===== src/rtl/axi_read_arbiter.sv =====
// rtl/axi_read_arbiter.sv - N-master AXI read arbiter with round-robin AR, ID-tagged R routing and per-master burst limits
// Outgoing ARID carries the winner index in its low bits; R beats are routed back by that tag.
module axi_read_arbiter #(
  parameter int N_MASTERS       = 2,
  parameter int ID_WIDTH        = 13,
  parameter int ADDR_WIDTH      = 64,
  parameter int DATA_WIDTH      = 64,
  parameter int MAX_OUTSTANDING = 4,
  localparam int IDX_W          = $clog2(N_MASTERS),
  localparam int MID_WIDTH      = ID_WIDTH - IDX_W
) (
  input  logic                            clk,
  input  logic                            reset_n,
  input  logic [N_MASTERS*MID_WIDTH-1:0]  s_axi_arid,
  input  logic [N_MASTERS*ADDR_WIDTH-1:0] s_axi_araddr,
  input  logic [N_MASTERS*8-1:0]          s_axi_arlen,
  input  logic [N_MASTERS*3-1:0]          s_axi_arsize,
  input  logic [N_MASTERS*2-1:0]          s_axi_arburst,
  input  logic [N_MASTERS-1:0]            s_axi_arlock,
  input  logic [N_MASTERS*4-1:0]          s_axi_arcache,
  input  logic [N_MASTERS*3-1:0]          s_axi_arprot,
  input  logic [N_MASTERS-1:0]            s_axi_arvalid,
  output logic [N_MASTERS-1:0]            s_axi_arready,
  output logic [N_MASTERS*MID_WIDTH-1:0]  s_axi_rid,
  output logic [N_MASTERS*DATA_WIDTH-1:0] s_axi_rdata,
  output logic [N_MASTERS*2-1:0]          s_axi_rresp,
  output logic [N_MASTERS-1:0]            s_axi_rlast,
  output logic [N_MASTERS-1:0]            s_axi_rvalid,
  input  logic [N_MASTERS-1:0]            s_axi_rready,
  output logic [ID_WIDTH-1:0]             m_axi_arid,
  output logic [ADDR_WIDTH-1:0]           m_axi_araddr,
  output logic [7:0]                      m_axi_arlen,
  output logic [2:0]                      m_axi_arsize,
  output logic [1:0]                      m_axi_arburst,
  output logic                            m_axi_arlock,
  output logic [3:0]                      m_axi_arcache,
  output logic [2:0]                      m_axi_arprot,
  output logic                            m_axi_arvalid,
  input  logic                            m_axi_arready,
  input  logic [ID_WIDTH-1:0]             m_axi_rid,
  input  logic [DATA_WIDTH-1:0]           m_axi_rdata,
  input  logic [1:0]                      m_axi_rresp,
  input  logic                            m_axi_rlast,
  input  logic                            m_axi_rvalid,
  output logic                            m_axi_rready,
  output logic                            unroutable_err
);
  localparam int CNT_W = $clog2(MAX_OUTSTANDING + 1);

  typedef enum logic {IDLE, HOLD} state_t;
  state_t state;

  logic [IDX_W-1:0]     rr_ptr, win, win_reg, r_idx;
  logic                 have_win, grant, idx_ok;
  logic [CNT_W-1:0]     cnt [N_MASTERS];
  logic [N_MASTERS-1:0] eligible, inc, dec, cnt_nz;
  logic [MID_WIDTH-1:0]  sel_id;
  logic [ADDR_WIDTH-1:0] sel_addr;
  logic [7:0]            sel_len;
  logic [2:0]            sel_size, sel_prot;
  logic [1:0]            sel_burst;
  logic                  sel_lock;
  logic [3:0]            sel_cache;

  always_comb begin
    for (int i = 0; i < N_MASTERS; i++) begin
      eligible[i] = s_axi_arvalid[i] && (cnt[i] < CNT_W'(MAX_OUTSTANDING));
      cnt_nz[i]   = (cnt[i] != '0);
    end
  end

  // Round-robin search starting at rr_ptr; the first eligible master wins.
  always_comb begin
    int j;
    j        = 0;
    have_win = 1'b0;
    win      = '0;
    for (int k = 0; k < N_MASTERS; k++) begin
      j = int'(rr_ptr) + k;
      if (j >= N_MASTERS) j = j - N_MASTERS;
      if (!have_win && eligible[IDX_W'(j)]) begin
        have_win = 1'b1;
        win      = IDX_W'(j);
      end
    end
  end

  always_comb begin
    sel_id = '0; sel_addr = '0; sel_len = '0; sel_size = '0;
    sel_burst = '0; sel_lock = 1'b0; sel_cache = '0; sel_prot = '0;
    for (int i = 0; i < N_MASTERS; i++) begin
      if (win == IDX_W'(i)) begin
        sel_id    = s_axi_arid[i*MID_WIDTH +: MID_WIDTH];
        sel_addr  = s_axi_araddr[i*ADDR_WIDTH +: ADDR_WIDTH];
        sel_len   = s_axi_arlen[i*8 +: 8];
        sel_size  = s_axi_arsize[i*3 +: 3];
        sel_burst = s_axi_arburst[i*2 +: 2];
        sel_lock  = s_axi_arlock[i];
        sel_cache = s_axi_arcache[i*4 +: 4];
        sel_prot  = s_axi_arprot[i*3 +: 3];
      end
    end
  end

  assign grant         = reset_n && (state == IDLE) && have_win;
  assign s_axi_arready = grant ? (N_MASTERS'(1) << win) : '0;

  always_ff @(posedge clk or negedge reset_n) begin
    if (!reset_n) begin
      state         <= IDLE;
      rr_ptr        <= '0;
      win_reg       <= '0;
      m_axi_arvalid <= 1'b0;
      m_axi_arid    <= '0;
      m_axi_araddr  <= '0;
      m_axi_arlen   <= '0;
      m_axi_arsize  <= '0;
      m_axi_arburst <= '0;
      m_axi_arlock  <= 1'b0;
      m_axi_arcache <= '0;
      m_axi_arprot  <= '0;
    end else begin
      case (state)
        IDLE: if (have_win) begin
          state         <= HOLD;
          win_reg       <= win;
          m_axi_arvalid <= 1'b1;
          m_axi_arid    <= {sel_id, win};
          m_axi_araddr  <= sel_addr;
          m_axi_arlen   <= sel_len;
          m_axi_arsize  <= sel_size;
          m_axi_arburst <= sel_burst;
          m_axi_arlock  <= sel_lock;
          m_axi_arcache <= sel_cache;
          m_axi_arprot  <= sel_prot;
        end
        HOLD: if (m_axi_arready) begin
          state         <= IDLE;
          m_axi_arvalid <= 1'b0;
          rr_ptr        <= (win_reg == IDX_W'(N_MASTERS - 1)) ? '0 : win_reg + IDX_W'(1);
        end
        default: state <= IDLE;
      endcase
    end
  end

  assign r_idx  = m_axi_rid[IDX_W-1:0];
  assign idx_ok = (32'(r_idx) < N_MASTERS);

  // Beats with an index beyond N_MASTERS are accepted and dropped so the memory side never stalls.
  always_comb begin
    s_axi_rvalid = '0;
    m_axi_rready = 1'b1;
    if (idx_ok) begin
      s_axi_rvalid[r_idx] = m_axi_rvalid;
      m_axi_rready        = s_axi_rready[r_idx];
    end
  end

  assign s_axi_rid   = {N_MASTERS{m_axi_rid[ID_WIDTH-1:IDX_W]}};
  assign s_axi_rdata = {N_MASTERS{m_axi_rdata}};
  assign s_axi_rresp = {N_MASTERS{m_axi_rresp}};
  assign s_axi_rlast = {N_MASTERS{m_axi_rlast}};

  always_comb begin
    for (int i = 0; i < N_MASTERS; i++) begin
      inc[i] = grant && (win == IDX_W'(i));
      dec[i] = m_axi_rvalid && m_axi_rready && m_axi_rlast && idx_ok && (r_idx == IDX_W'(i));
    end
  end

  always_ff @(posedge clk or negedge reset_n) begin
    if (!reset_n) begin
      for (int i = 0; i < N_MASTERS; i++) cnt[i] <= '0;
      unroutable_err <= 1'b0;
    end else begin
      for (int i = 0; i < N_MASTERS; i++) begin
        if (inc[i] && !dec[i])
          cnt[i] <= cnt[i] + CNT_W'(1);
        else if (dec[i] && !inc[i] && cnt_nz[i])
          cnt[i] <= cnt[i] - CNT_W'(1);
      end
      if (m_axi_rvalid && !idx_ok) unroutable_err <= 1'b1;
    end
  end

  a_no_underflow: assert property (@(posedge clk) disable iff (!reset_n) (dec & ~cnt_nz) == '0);

endmodule


===== config.mk =====
export PLATFORM = sky130hd
export DESIGN_NAME = axi_read_arbiter
export DESIGN_NICKNAME = d
export VERILOG_FILES = /design/src/rtl/axi_read_arbiter.sv
export SDC_FILE = /design/constraint.sdc
export NUM_CORES = 1
export LEC_CHECK = 0
export CAP_MARGIN = 20
export CORE_AREA = 4 4 212 214
export DETAILED_ROUTE_END_ITERATION = 10
export DIE_AREA = 0 0 216 218
export SKIP_CTS_REPAIR_TIMING = 1
export SYNTH_ARGS = -nofsm -noshare
export SYNTH_HDL_FRONTEND = slang
export SYNTH_SLANG_ARGS = --single-unit

===== constraint.sdc =====
create_clock -name clk -period 5.5 [get_ports clk]
set_input_delay 0.825 -clock clk [delete_from_list [all_inputs] [get_ports clk]]
set_output_delay 0.825 -clock clk [all_outputs]
set_load 0.01 [all_outputs]

-- Yosys cells after proc, flatten, opt, wreduce, memory -nomap -nowiden
Index checks and enable logic that the tools add are counted.
- equal/unequal tests: 2
- bitwise logic cells: 4
- add/subtract/negate cells: 6
- reductions and logical operators: 20
- shifts and indexed selects: 1
- multiplexer cells: 32
- order comparisons: 7
- operators with widths (operator ; number):
    64-bit 2-to-1 mux ; 1
    1-bit 2-to-1 mux ; 19
    1-bit logical AND ; 12
    12-bit 2-to-1 mux ; 1
    3-bit 2-to-1 mux ; 4
    8-bit 2-to-1 mux ; 1
    1-bit by 3-bit less-than comparator with 1-bit output, second input constant ; 2
    2-bit AND reduction ; 3
    2-bit 2-to-1 mux ; 2
    4-bit 2-to-1 mux ; 1
    2-bit inequality test, second input constant ; 2
    1-bit case mux with 2 select lines ; 2
    3-bit by 1-bit adder with 3-bit output, second input constant ; 1
    1-bit zero test ; 3
    3-bit less-than comparator, second input constant ; 1
    1-bit NOT ; 3
    3-bit nonzero test ; 1
    3-bit by 1-bit subtractor with 3-bit output, second input constant ; 1
    1-bit by 1-bit adder with 2-bit output, second input constant ; 1
    2-bit AND ; 1
    1-bit by 2-bit >= comparator with 1-bit output, second input constant ; 1
    2-bit >= comparator, second input constant ; 1
    1-bit by 2-bit less-than comparator with 1-bit output, second input constant ; 1
    2-bit nonzero test ; 1
    other kinds (5) ; 6
- bits in registers: 105
- word-level logic and storage cells: 85
- output and inout port bits: 263

-- Depth between registers and ports, before layout
- word-level depth: 16
- gate-level depth with buffers: 7
- mapped depth without buffers: 6

-- Worst setup path after synthesis
No wires, ideal clock.
- kind: input to register
- start point: in reset_n
- end point: reg cnt[5] (netlist bit)
- data arrival time: 2.396 ns
- stages: 6
- path slack: 3.018 ns
- path through: nand2b_4 nor3_4 nand2_1 fa_1 or4_1 o211ai_1
- word-level cells in the longest chain between the ends: 7
- elaborated cells on any way between the ends: 9
- classes of those cells: 1 x mux; 8 x reduce/logical
- ends and longest elaborated chain (what ; RTL line ; text):
    start: declaration ; 13 ; input logic reset_n,
    1-bit logical AND * (2 in series) ; 105 ; assign grant = reset_n && (state == IDLE) && have_win;
    1-bit logical AND * ; 167 ; inc[i] = grant && (win == IDX_W'(i));
    1-bit zero test ; 180 ; else if (dec[i] && !inc[i] && cnt_nz[i])
    1-bit logical AND (2 in series) ; 180 ;
    2-bit nonzero test (no line) ; -- ;
    end signal: indexed assignment ; 179 ; cnt[i] <= cnt[i] + CNT_W'(1);
    end signal: indexed assignment ; 181 ; cnt[i] <= cnt[i] - CNT_W'(1);
    end: declaration ; 55 ; logic [CNT_W-1:0] cnt [N_MASTERS];
Mark *: on every way between the ends. The rest lies on a longest branch, timed or not.
A chain may end at the register's enable or synchronous reset.

-- Worst setup path after layout
- start point: in s_axi_arvalid[0]
- end point: out s_axi_arready[1]
- word-level cells in the longest chain between the ends: 9
- elaborated cells on any way between the ends: 14
- classes of those cells: 1 x shift; 9 x mux; 4 x reduce/logical
- ends and longest elaborated chain (what ; RTL line ; text):
    start: declaration ; 22 ; input logic [N_MASTERS-1:0] s_axi_arvalid,
    1-bit logical AND * ; 67 ; eligible[i] = s_axi_arvalid[i] && (cnt[i] < CNT_W'(MAX_OUTSTANDING));
    1-bit 2-to-1 mux (not written as such) (2 in series) ; 81 ; if (!have_win && eligible[IDX_W'(j)]) begin
    1-bit 2-to-1 mux ; 81 ;
    1-bit zero test ; 81 ;
    1-bit logical AND ; 81 ;
    1-bit 2-to-1 mux ; 81 ;
    1-bit by 1-bit left shift with 2-bit output or 1-bit logical AND (tied branches) ; 106, 105 ;
    2-bit 2-to-1 mux * ; 106 ; assign s_axi_arready = grant ? (N_MASTERS'(1) << win) : '0;
    end: declaration ; 23 ; output logic [N_MASTERS-1:0] s_axi_arready,
Mark *: on every way between the ends. The rest lies on a longest branch, timed or not. The select of a mux whose other input is x is not followed.

==> metrics.md <==
| Metric | Value |
|---|---|
| CP delay by family, top | `buffers and inverters` |
| Cell Int Power | `2.535 mW` |
| Fin nets | `about 1000` |
| Worst setup EP type | `output port` |
| Setup violators final | `0` |
| Slew @ Worst Pin | `0.7386 ns` |
| Rel. slew slack | `0.5076` |
| Status | `finished, final reports clean` |
| Yosys warning count | `0` |
| Register area share after synthesis | `0.4499` |
| Gate power share | `0.486` |
| Worst Path Arrival | `2.60 ns` |
| Residual DRC count | `0` |
| Layout cell share with drive strength beyond 1 | `0.04308` |
| Hold Crit Class | `reg2reg` |
| Max cap viols | `0` |
| Period minus WS final | `3.427 ns` |
| Top cell by count, worst path | `clkdlybuf4s50_1` |
| Post-synth top flop | `dfrtp_1` |
| GR Overflow Total | `0` |
| Clock sinks | `104` |
| Inserted Diodes | `0` |
| CP Launch Type | `input pin` |
| CTS clk-pin slew, worst paths | `roughly 0.07 ns` |
| Achievable Freq | `291.8 MHz` |
| Async SR Flop Fraction | `1.000` |
| Final Hold Slack | `approximately 0.48 ns` |
| PD cells | `467.5 nW/um^2` |
| Final core occ | `0.2006` |
| Worst-path maximum fanout | `3` |
| Syn avg cell area | `9.081 um^2` |
| First-pass GRT wire length | `29840 um` |
| Critical path buffer and inverter count | `2` |
| Sequential share of power | `0.327` |
| Clock Skew | `0.009453 ns` |
| Synth-to-Final Area Change | `48.76%` |
| Chip width | `216 um` |
| Num ports | `around 550` |
| Drt pass-1 iters | `4` |
| Top cells by area, synth | `dfrtp_1 (45%), buf_4 (21%), o22ai_1 (11%)` |
| Cell count after synthesis | `~640` |
| Post-route ant nets | `0` |
| # rows | `76` |
| Post-synth EDFFs | `0` |
| Core ar. | `42890 um^2` |
| Number of global-route vias before repair | `between 4000 and 5000` |
| Synth Register Bits | `104` |
| Post-DP HPWL | `16270 um` |
| Post-DR vias/cell | `3.540` |
| Max IR drop VDD | `0.1454 mV` |
| CTS tree | `built` |
| Initial antenna violation count | `0` |
| RSZ-0062 raised after global routing | `false` |
| Leak | `3.302 nW` |
| Unique masters post-synth | `30` |
| Post-Place Worst Slack | `2.045 ns` |
| Setup Crit Path Kind | `in2out` |
| Htree depth | `3` |
| Initial DRC Count | `177` |
| Pins Over Slew Limit | `0` |
| Worst path cell trace | `clkdlybuf4s50_1 -> nor2b_2 -> nand2_1 -> nor2_1 -> clkdlybuf4s50_1` |
| Multi-input logic area | `1759 um^2` |
| Clock power frac | `0.187` |
| CP max stage delay | `0.59 ns` |
| Die Height | `218 um` |
| P_sw | `approximately 1.5 mW` |
| Final-report hold violation count | `0` |
| Synth area leader | `dfrtp_1` |
| Final worst-path cycle share | `0.6231` |
| Bufs on Longest Clock Path | `2` |
| CTS Root Buffer Type | `clkbuf_16` |
| CTS buffer count | `9` |
| Setup slack after layout | `just over 2 ns` |
| Total number of vias | `4783` |
| Synth top area share | `0.4499` |
| Initial Utilization | `0.1349` |
| Switch share | `0.3698` |
| WL/cell | `15.38 um` |
| Total track usage | `0.08535` |
| Fillcell total | `4741` |
| WL final | `slightly above 20000 um` |
| Syn nets | `920` |
| Worst-skew pair later-pin latency | `around 0.38 ns` |
| Area of the mapped netlist | `5784 um^2` |
| Setup tns final | `0 ns` |
| Slowest cell on crit path | `clkdlybuf4s50_1` |
| Die area | `47090 um^2` |
| Global placer's final weighted congestion | `0.7723` |
| CP required | `approximately 4.7 ns` |
| Power, Total | `4.022 mW` |
| Largest net degree at the start of global routing | `197` |
| FF+latch area | `2603 um^2` |
| Port-buffer cells | `308` |
-- worst register-to-register path: cells and delay by family (launching register included) --
family,cells,cell delay (ns)
AOI/OAI and AO/OA,2,0.41
DFF,1,0.49
buffers and inverters,2,0.87
and+or+nand+nor,1,0.76
-- worst paths after layout --
check,from,end,depth (start not counted),slack [ns]
worst max-delay path,s_axi_arvalid[0],s_axi_arready[1],5,2.07
worst min-delay path,m_axi_araddr[25],m_axi_araddr[25],2,0.48
worst max register to register,rr_ptr,m_axi_araddr[6],5,2.90
worst min register to register,m_axi_araddr[25],m_axi_araddr[25],2,0.48
max in group asynchronous,reset_n,m_axi_araddr[34],3,3.60
min in group asynchronous,reset_n,m_axi_arlen[4],2,0.66
-- state kept, by name, indices dropped and copies added (netlist names) --
name	flops
cnt	3
m_axi_arsize	3
m_axi_arid	13
m_axi_arburst	2
m_axi_arlen	8
m_axi_arcache	4
m_axi_arlock	1
m_axi_araddr	64
state	1
m_axi_arvalid	1
m_axi_arprot	3
rr_ptr	1
-- logic make-up (layout without fill, tap and decap cells) --
logic type,count (synthesis),count (layout),share of synthesized area
mux,4,4,0.007138
fa+ha+maj,1,1,0.003461
simple gates,118,118,0.08999
xor+xnor,1,1,0.001514
buf+inv,204,333,0.2483
flops,104,104,0.4499
compound gates,204,204,0.1990
other cells,1,1,0.0006483
-- routing by layer --
metal	vias up	share of wire	global-route usage	wire (um)
met5	-	0	0	0
li1	2285	-	-	-
met2	312	0.47	0.1377	9780
met1	2117	0.33	0.08307	6955
met4	0	0.045	0.04907	943
met3	69	0.15	0.05504	3102
-- cell usage in the layout, fill, tap and decap left out --
cell type	Yosys	routed
a21oi_1	2	2
and2_1	1	1
buf_12	0	1
buf_16	0	1
buf_4	162	5
bufinv_16	0	2
clkbuf_16	0	9
clkbuf_8	0	3
clkdlybuf4s50_1	0	307
clkinv_2	0	2
conb_1	1	1
dfrtp_1	104	104
fa_1	1	1
inv_1	2	2
inv_6	0	1
mux2_2	1	1
mux2i_1	3	3
nand2_1	102	102
nand2_8	0	1
nand2b_4	2	2
nand3_1	1	1
nand4b_4	1	1
nor2_1	5	5
nor2_4	1	1
nor2b_1	1	1
nor2b_2	1	1
nor3_4	1	1
o211ai_1	1	1
o21ai_0	72	72
o21ai_1	30	30
o21ba_2	1	1
o22ai_1	98	98
or4_1	1	1
xnor2_1	1	1
-- power groups by stage --
stage / Sequential, mW / Combinational, mW / Clock, mW
floorplan: 1.47 / 0.866 / 0
global placement: 1.32 / 1.96 / 0
detailed placement: 1.34 / 1.98 / 0
CTS: 1.32 / 1.98 / 0.797
global route: 1.36 / 2.16 / 0.824
finish: 1.32 / 1.96 / 0.751
-- synth_stat cells (2+ instances only) --
master	instances
a21oi_1	2
buf_2	8
buf_4	162
buf_6	7
clkbuf_1	24
dfrtp_1	104
inv_1	2
mux2i_1	3
nand2_1	102
nand2b_4	2
nor2_1	5
o21ai_0	72
o21ai_1	30
o22ai_1	98
-- stage by stage --
stage	cells	cell area (um^2)
2_1_floorplan	637	5784
3_3_place_gp	1334	8237
3_5_place_dp	1334	8237
4_1_cts	1350	8577
5_1_grt	1351	8605
6_report	1351	8605
-- layout make-up --
| type | instances | share of cell area |
|---|---|---|
| Timing Repair Buffer | 314 | 0.3670 |
| Sequential cell | 104 | 0.3025 |
| Multi-Input combinational cell | 329 | 0.2044 |
| Tap cell | 585 | 0.08507 |
| Clock buffer | 12 | 0.03097 |
| Clock inverter | 4 | 0.008579 |
| Inverter | 3 | 0.001454 |
No activity file was read; power rests on OpenSTA's default activity.
